[src/rtl/rv32i_pkg.sv]
// ============================================================================
// Module      : rv32i_pkg
// Description : Shared types and constants for the rv32i front end.
// Revision    : 1.0  initial release
// ============================================================================
`default_nettype none

package rv32i_pkg;

  localparam int XLEN = 32;

  // addi x0,x0,0 -- what decode sees when the queue is empty
  localparam logic [XLEN-1:0] NOP_INSTR = 32'h0000_0013;

  typedef struct packed {
    logic [XLEN-1:0] pc;
    logic [XLEN-1:0] instr;
  } fetch_entry_t;

endpackage

`default_nettype wire

[src/rtl/fetch_queue_mem.sv]
// ============================================================================
// Module      : fq_mem
// Description : DEPTH x WIDTH flop storage, synchronous write, async read.
// Revision    : 1.0  initial release
// ============================================================================
`default_nettype none

module fq_mem #(
  parameter int DEPTH  = 4,
  parameter int WIDTH  = 64,
  parameter int ADDR_W = $clog2(DEPTH)
) (
  input  logic              clk,
  input  logic              we,
  input  logic [ADDR_W-1:0] waddr,
  input  logic [WIDTH-1:0]  wdata,
  input  logic [ADDR_W-1:0] raddr,
  output logic [WIDTH-1:0]  rdata
);

  // Storage is intentionally left unreset; occupancy alone qualifies reads.
  logic [WIDTH-1:0] mem_q [DEPTH];

  always_ff @(posedge clk) begin
    if (we) begin
      mem_q[waddr] <= wdata;
    end
  end

  assign rdata = mem_q[raddr];

endmodule

`default_nettype wire

[src/rtl/fetch_queue.sv]
// ============================================================================
// Module      : fetch_queue
// Description : FWFT prefetch FIFO of {pc, instr} between fetch and decode.
// Revision    : 1.0  initial release
// ============================================================================
`default_nettype none

module fetch_queue
  import rv32i_pkg::*;
#(
  parameter int XLEN  = rv32i_pkg::XLEN,
  parameter int DEPTH = 4,
  parameter int CNT_W = $clog2(DEPTH) + 1
) (
  input  logic             clk,
  input  logic             rst,
  input  logic             flush,
  input  logic             in_valid,
  output logic             in_ready,
  input  logic [XLEN-1:0]  in_pc,
  input  logic [XLEN-1:0]  in_instr,
  output logic             out_valid,
  input  logic             out_ready,
  output logic [XLEN-1:0]  out_pc,
  output logic [XLEN-1:0]  out_instr,
  output logic [CNT_W-1:0] count
);

  localparam int PTR_W = $clog2(DEPTH);
  localparam logic [CNT_W-1:0] C_FULL = CNT_W'(DEPTH);

  logic [PTR_W-1:0]  wr_ptr_q, wr_ptr_d;
  logic [PTR_W-1:0]  rd_ptr_q, rd_ptr_d;
  logic [CNT_W-1:0]  count_q,  count_d;
  logic              w_push, w_pop;
  logic [2*XLEN-1:0] w_rdata;

  // Handshake status depends only on registered occupancy.
  assign in_ready  = (count_q != C_FULL);
  assign out_valid = (count_q != '0);

  assign w_push = in_valid  & in_ready  & ~flush;
  assign w_pop  = out_valid & out_ready & ~flush;

  always_comb begin
    wr_ptr_d = wr_ptr_q;
    rd_ptr_d = rd_ptr_q;
    count_d  = count_q;
    if (flush) begin
      wr_ptr_d = '0;
      rd_ptr_d = '0;
      count_d  = '0;
    end else begin
      if (w_push) wr_ptr_d = wr_ptr_q + PTR_W'(1);
      if (w_pop)  rd_ptr_d = rd_ptr_q + PTR_W'(1);
      if (w_push && !w_pop)      count_d = count_q + CNT_W'(1);
      else if (w_pop && !w_push) count_d = count_q - CNT_W'(1);
    end
  end

  always_ff @(posedge clk or posedge rst) begin
    if (rst) begin
      wr_ptr_q <= '0;
      rd_ptr_q <= '0;
      count_q  <= '0;
    end else begin
      wr_ptr_q <= wr_ptr_d;
      rd_ptr_q <= rd_ptr_d;
      count_q  <= count_d;
    end
  end

  fq_mem #(
    .DEPTH  (DEPTH),
    .WIDTH  (2*XLEN),
    .ADDR_W (PTR_W)
  ) u_mem (
    .clk   (clk),
    .we    (w_push),
    .waddr (wr_ptr_q),
    .wdata ({in_pc, in_instr}),
    .raddr (rd_ptr_q),
    .rdata (w_rdata)
  );

  // An empty queue presents a NOP at pc 0 so decode never sees stale storage.
  assign out_pc    = out_valid ? w_rdata[2*XLEN-1:XLEN] : '0;
  assign out_instr = out_valid ? w_rdata[XLEN-1:0]      : XLEN'(NOP_INSTR);
  assign count     = count_q;

endmodule

`default_nettype wire
[config.mk]
export PLATFORM = sky130hd
export DESIGN_NAME = fetch_queue
export DESIGN_NICKNAME = d
export VERILOG_FILES = /design/src/rtl/rv32i_pkg.sv /design/src/rtl/fetch_queue_mem.sv /design/src/rtl/fetch_queue.sv
export SDC_FILE = /design/constraint.sdc
export NUM_CORES = 1
export LEC_CHECK = 0
export CORE_UTILIZATION = 45
export DETAILED_ROUTE_END_ITERATION = 10
export PLACE_DENSITY = 0.7
export SETUP_SLACK_MARGIN = 0.4
export SLEW_MARGIN = 20
export SYNTH_ARGS = -nofsm -noshare
export SYNTH_HDL_FRONTEND = slang
export SYNTH_SLANG_ARGS = --single-unit
[constraint.sdc]
create_clock -name clk -period 3.2 [get_ports clk]
set_clock_uncertainty 0.05 [all_clocks]
set_input_delay 0.32 -clock clk [delete_from_list [all_inputs] [get_ports clk]]
set_output_delay 0.32 -clock clk [all_outputs]
set_load 0.02 [all_outputs]
==> impl_summary.md <==
Setup path
The required time of the critical path is 2830 ps. The critical path start-end classification is reg2out. Counting cells, the worst reg-to-reg path comes to 8. The launch point of the worst reg-to-reg path is count[0]$_DFFE_PP0P_. The biggest fanout along the worst timing path is 10. Data arrives at the worst endpoint at 2490 ps. The startpoint type of the worst setup path is a flop. The element type at the critical path end is a primary output. For flop-to-flop paths, the worst setup slack is 650 ps.

The end of the worst register-to-register path is count[2]$_DFFE_PP0P_.

Timing
Setup repair after global routing could not meet its margin everywhere. The slew at the pin closest to its max-slew limit is 511 ps. Setup slack closes at 342 ps. The relative slew slack is 0.657. The final critical path time including I/O delays and setup is 2860 ps.

The count of final max-slew check failures is 0. Setup total negative slack on the finished layout was measured at 0 ps. The final hold slack is 381 ps. The hold violation count in the final report is 0. The part of the cycle the worst path needs is 0.893. Setup violations remaining at the end of the flow were counted as 0.

Based on the critical path, the design can be clocked at up to 350 MHz.

Clocking
The longest clock path from root to sink contains 3 buffers. The number of clock buffers added by TritonCTS is 27. TritonCTS built the clock tree. The root buffer selected by CTS is sky130_fd_sc_hd__clkbuf_16. The H-tree depth reported by CTS is 1. CTS saw 263 sinks. The later pin in the worst-skew pair is clocked with a latency of 520 ps. After clock tree synthesis, the clock-pin slew on the worst setup and hold paths is 60 ps.

Power
Summed over all cells, the static leakage comes to 0.00507 uW. The worst voltage drop across the vdd grid is 0.704 mV. The power density normalized to cell area is 848 nW/um^2.

Yosys
In this run, synthesis produced a sequential element count of 263. The leading register cell type out of synthesis is sky130_fd_sc_hd__edfxtp_1. The share of synthesized area in the top cell type comes to 0.753. By area the synthesized netlist is led by sky130_fd_sc_hd__edfxtp_1 (75%), sky130_fd_sc_hd__mux4_2 (14%), sky130_fd_sc_hd__and2_1 (4.0%). The share of the Yosys chip area taken by registers is 0.770. Ranked by instance count, the synthesized netlist is headed by sky130_fd_sc_hd__edfxtp_1 (256), sky130_fd_sc_hd__and2_1 (66), sky130_fd_sc_hd__mux4_2 (64). Synthesis produced 469 cells. During synthesis, Yosys emitted a total of 0 warnings.

Summed over all instances, the cell type with the most area after synthesis is sky130_fd_sc_hd__edfxtp_1. The number of enable flip-flop cells after synthesis is 256. The fraction of synthesis flops using an asynchronous set or reset pin is 0.0266. In this run the mean area of a mapped cell was 21.8 um^2. In this run, distinct cell masters in the synthesized netlist total 34. Synthesis produced a netlist with a net count of 543. By instance count, the leading cell after synthesis is sky130_fd_sc_hd__edfxtp_1. The post-synthesis cell area is 10200 um^2.

Finish
The area taken by flip-flops and latches is 7870 um^2. The number of antenna diodes in the final layout is 0. After filler insertion, the fill cell instance count of the layout stands at 1591. The multi-input combinational cells in the finished layout cover a total of 2180 um^2. In the final layout, the share of cells above drive strength 1 is 0.223.

The final-stage net count is 712. Relative to the synthesized area, the layout overhead comes to 30.2%. The final standard cell area without fillers is 13300 um^2.

Routing
The number of vias after detailed routing is 4991. The first routing iteration left 288 violations. The count of nets left with antenna violations after detail routing is 0.

The final routed wirelength across all metal layers is 19800 um. The number of detailed-route iterations in the first pass is 8. The count of unresolved DRC violations after routing is 13. After detailed routing, the number of vias per cell comes to 5.32. The routed length per placed instance is 21.1 um.

Place
The count of input and output buffers is 137. The placement-stage worst setup slack is 504 ps. The placed cell area is 12100 um^2. Summed over all nets, the half-perimeter wirelength after detailed placement is 11400 um.

The global placement routability congestion is 0.733.

Floorplanning
The core region is 22000 um^2. The total die area is 23300 um^2. The starting density of the core is 0.464. In this run the horizontal extent of the chip is 153 um. In this run the core area contains 54 standard-cell rows. The die is 153 um tall. 138 I/O pins were placed.

Run status
The checks that failed: design-rule violations. The run finished, with violations left.

Global route
Entering global routing, the biggest net connects 35 pins. The first global-routing pass estimated 30500 um of wire. The via count of the first global-routing pass was 5557. The initial antenna violation count is 0. The residual overflow from global routing is 0.

The combined global-route utilization of all metal layers is 0.170.

Hold path
The worst hold path begins at in_pc[28]. The tightest min-delay check is of the in2reg type. Along the worst hold path, the cell count comes to 1. The end of the worst hold path is u_mem.mem_q[2][60]$_DFFE_PP_.

Run
Max-cap violations in this run came to 0.
[per-stage QoR]
| step | power (uW) | util | std cells |
|---|---|---|---|
| 2_1_floorplan | 6400 | - | 469 |
| 6_report | 11300 | 0.604 | 939 |
| 3_5_place_dp | 8010 | 0.547 | 876 |
| 5_1_grt | 11800 | 0.604 | 939 |
| 3_3_place_gp | 7960 | 0.547 | 876 |
| 4_1_cts | 11400 | 0.593 | 931 |
[logic make-up (layout without fill, tap and decap cells)]
family | Yosys count | count (layout) | share of synthesized area
adder cells (fa/ha/maj) | 5 | 5 | 0.00686
AO/OA/AOI/OAI | 16 | 16 | 0.0113
multiplexers | 66 | 66 | 0.143
buffers and inverters | 35 | 225 | 0.0184
AND/OR/NAND/NOR | 82 | 82 | 0.0489
flip-flops | 263 | 263 | 0.770
XOR/XNOR | 2 | 2 | 0.00172
[power by group]
part	leakage (uW)	switching [uW]	total, uW	internal (uW)
logic	0.00221	1920	3880	1950
registers	0.00241	92.6	4090	3990
clock network	0.000451	1290	3320	2030
total	0.00507	3300	11300	7980
[registers in the layout, indices dropped and copies added, names as in the netlist]
signal / cells
count: 3
rd_ptr_q: 2
u_mem.mem_q: 256
wr_ptr_q: 2
[worst max-delay path, stage by stage, from the launching register on]
cell and delay, ps:
sky130_fd_sc_hd__dfrtp_4 430, sky130_fd_sc_hd__buf_4 110, sky130_fd_sc_hd__buf_6 180, sky130_fd_sc_hd__mux4_2 510
sky130_fd_sc_hd__and2_1 180, sky130_fd_sc_hd__clkdlybuf4s50_1 550
[layer usage]
| layer | routed length (um) | up-vias | track usage |
|---|---|---|---|
| met2 | 9890 | 165 | 0.289 |
| met1 | 8350 | 2558 | 0.229 |
| met3 | 1230 | 31 | 0.0344 |
| li1 | - | 2237 | - |
| met4 | 298 | 0 | 0.0366 |
| met5 | 0 | - | 0 |
[worst max-delay path by stage]
stage	start	to	slack [ps]	cells past startpoint
floorplan	count[0]$_DFFE_PP0P_	u_mem.mem_q[0][0]$_DFFE_PP_	860	4
global placement	rd_ptr_q[0]$_DFFE_PP0P_	out_pc[30]	660	4
detailed placement	in_valid	count[2]$_DFFE_PP0P_	500	8
CTS	rd_ptr_q[0]$_DFFE_PP0P_	out_pc[8]	230	4
global route	rd_ptr_q[0]$_DFFE_PP0P_	out_instr[2]	250	5
finish	rd_ptr_q[0]$_DFFE_PP0P_	out_instr[2]	340	5
[area by class of cell]
cell class / instances / share of cell area
clock buffers: 27 / 0.0508
clock inverters: 23 / 0.0214
inverters: 10 / 0.00301
multi-input cells: 171 / 0.164
flip-flops and latches: 263 / 0.592
well taps: 280 / 0.0263
repair buffers: 165 / 0.143
[cells in the final DEF, fill, tap and decap left out, types with 2 or more instances in the layout]
cell / n
sky130_fd_sc_hd__dfrtp_4: 2
sky130_fd_sc_hd__a21oi_1: 2
sky130_fd_sc_hd__nand3_1: 2
sky130_fd_sc_hd__inv_1: 9
sky130_fd_sc_hd__dfrtp_1: 3
sky130_fd_sc_hd__clkinv_1: 5
sky130_fd_sc_hd__clkdlybuf4s50_1: 75
sky130_fd_sc_hd__clkbuf_16: 29
sky130_fd_sc_hd__mux4_2: 64
sky130_fd_sc_hd__dlygate4sd2_1: 7
sky130_fd_sc_hd__o31ai_1: 2
sky130_fd_sc_hd__and2_4: 4
sky130_fd_sc_hd__buf_12: 10
sky130_fd_sc_hd__edfxtp_1: 256
sky130_fd_sc_hd__dfrtp_2: 2
sky130_fd_sc_hd__ha_1: 4
sky130_fd_sc_hd__inv_6: 2
sky130_fd_sc_hd__bufinv_16: 6
sky130_fd_sc_hd__nor2_1: 7
sky130_fd_sc_hd__clkinv_2: 3
sky130_fd_sc_hd__o21ai_0: 3
sky130_fd_sc_hd__and2_1: 62
sky130_fd_sc_hd__clkinvlp_4: 6
sky130_fd_sc_hd__buf_6: 2
sky130_fd_sc_hd__dlymetal6s2s_1: 55
sky130_fd_sc_hd__xor2_1: 2
sky130_fd_sc_hd__buf_4: 11
sky130_fd_sc_hd__or2_1: 3
[what timing repair did]
action / in CTS / in global routing
endpoints found under the setup margin: 64 / 56
buffers inserted: 4 / 6
hold buffers: 1 / 0
pin swaps: 0 / 1
resized for setup: 10 / 59
hold endpoints to repair: 7 / 0
cloned: 0 / 2
No activity file was read; power rests on OpenSTA's default activity.
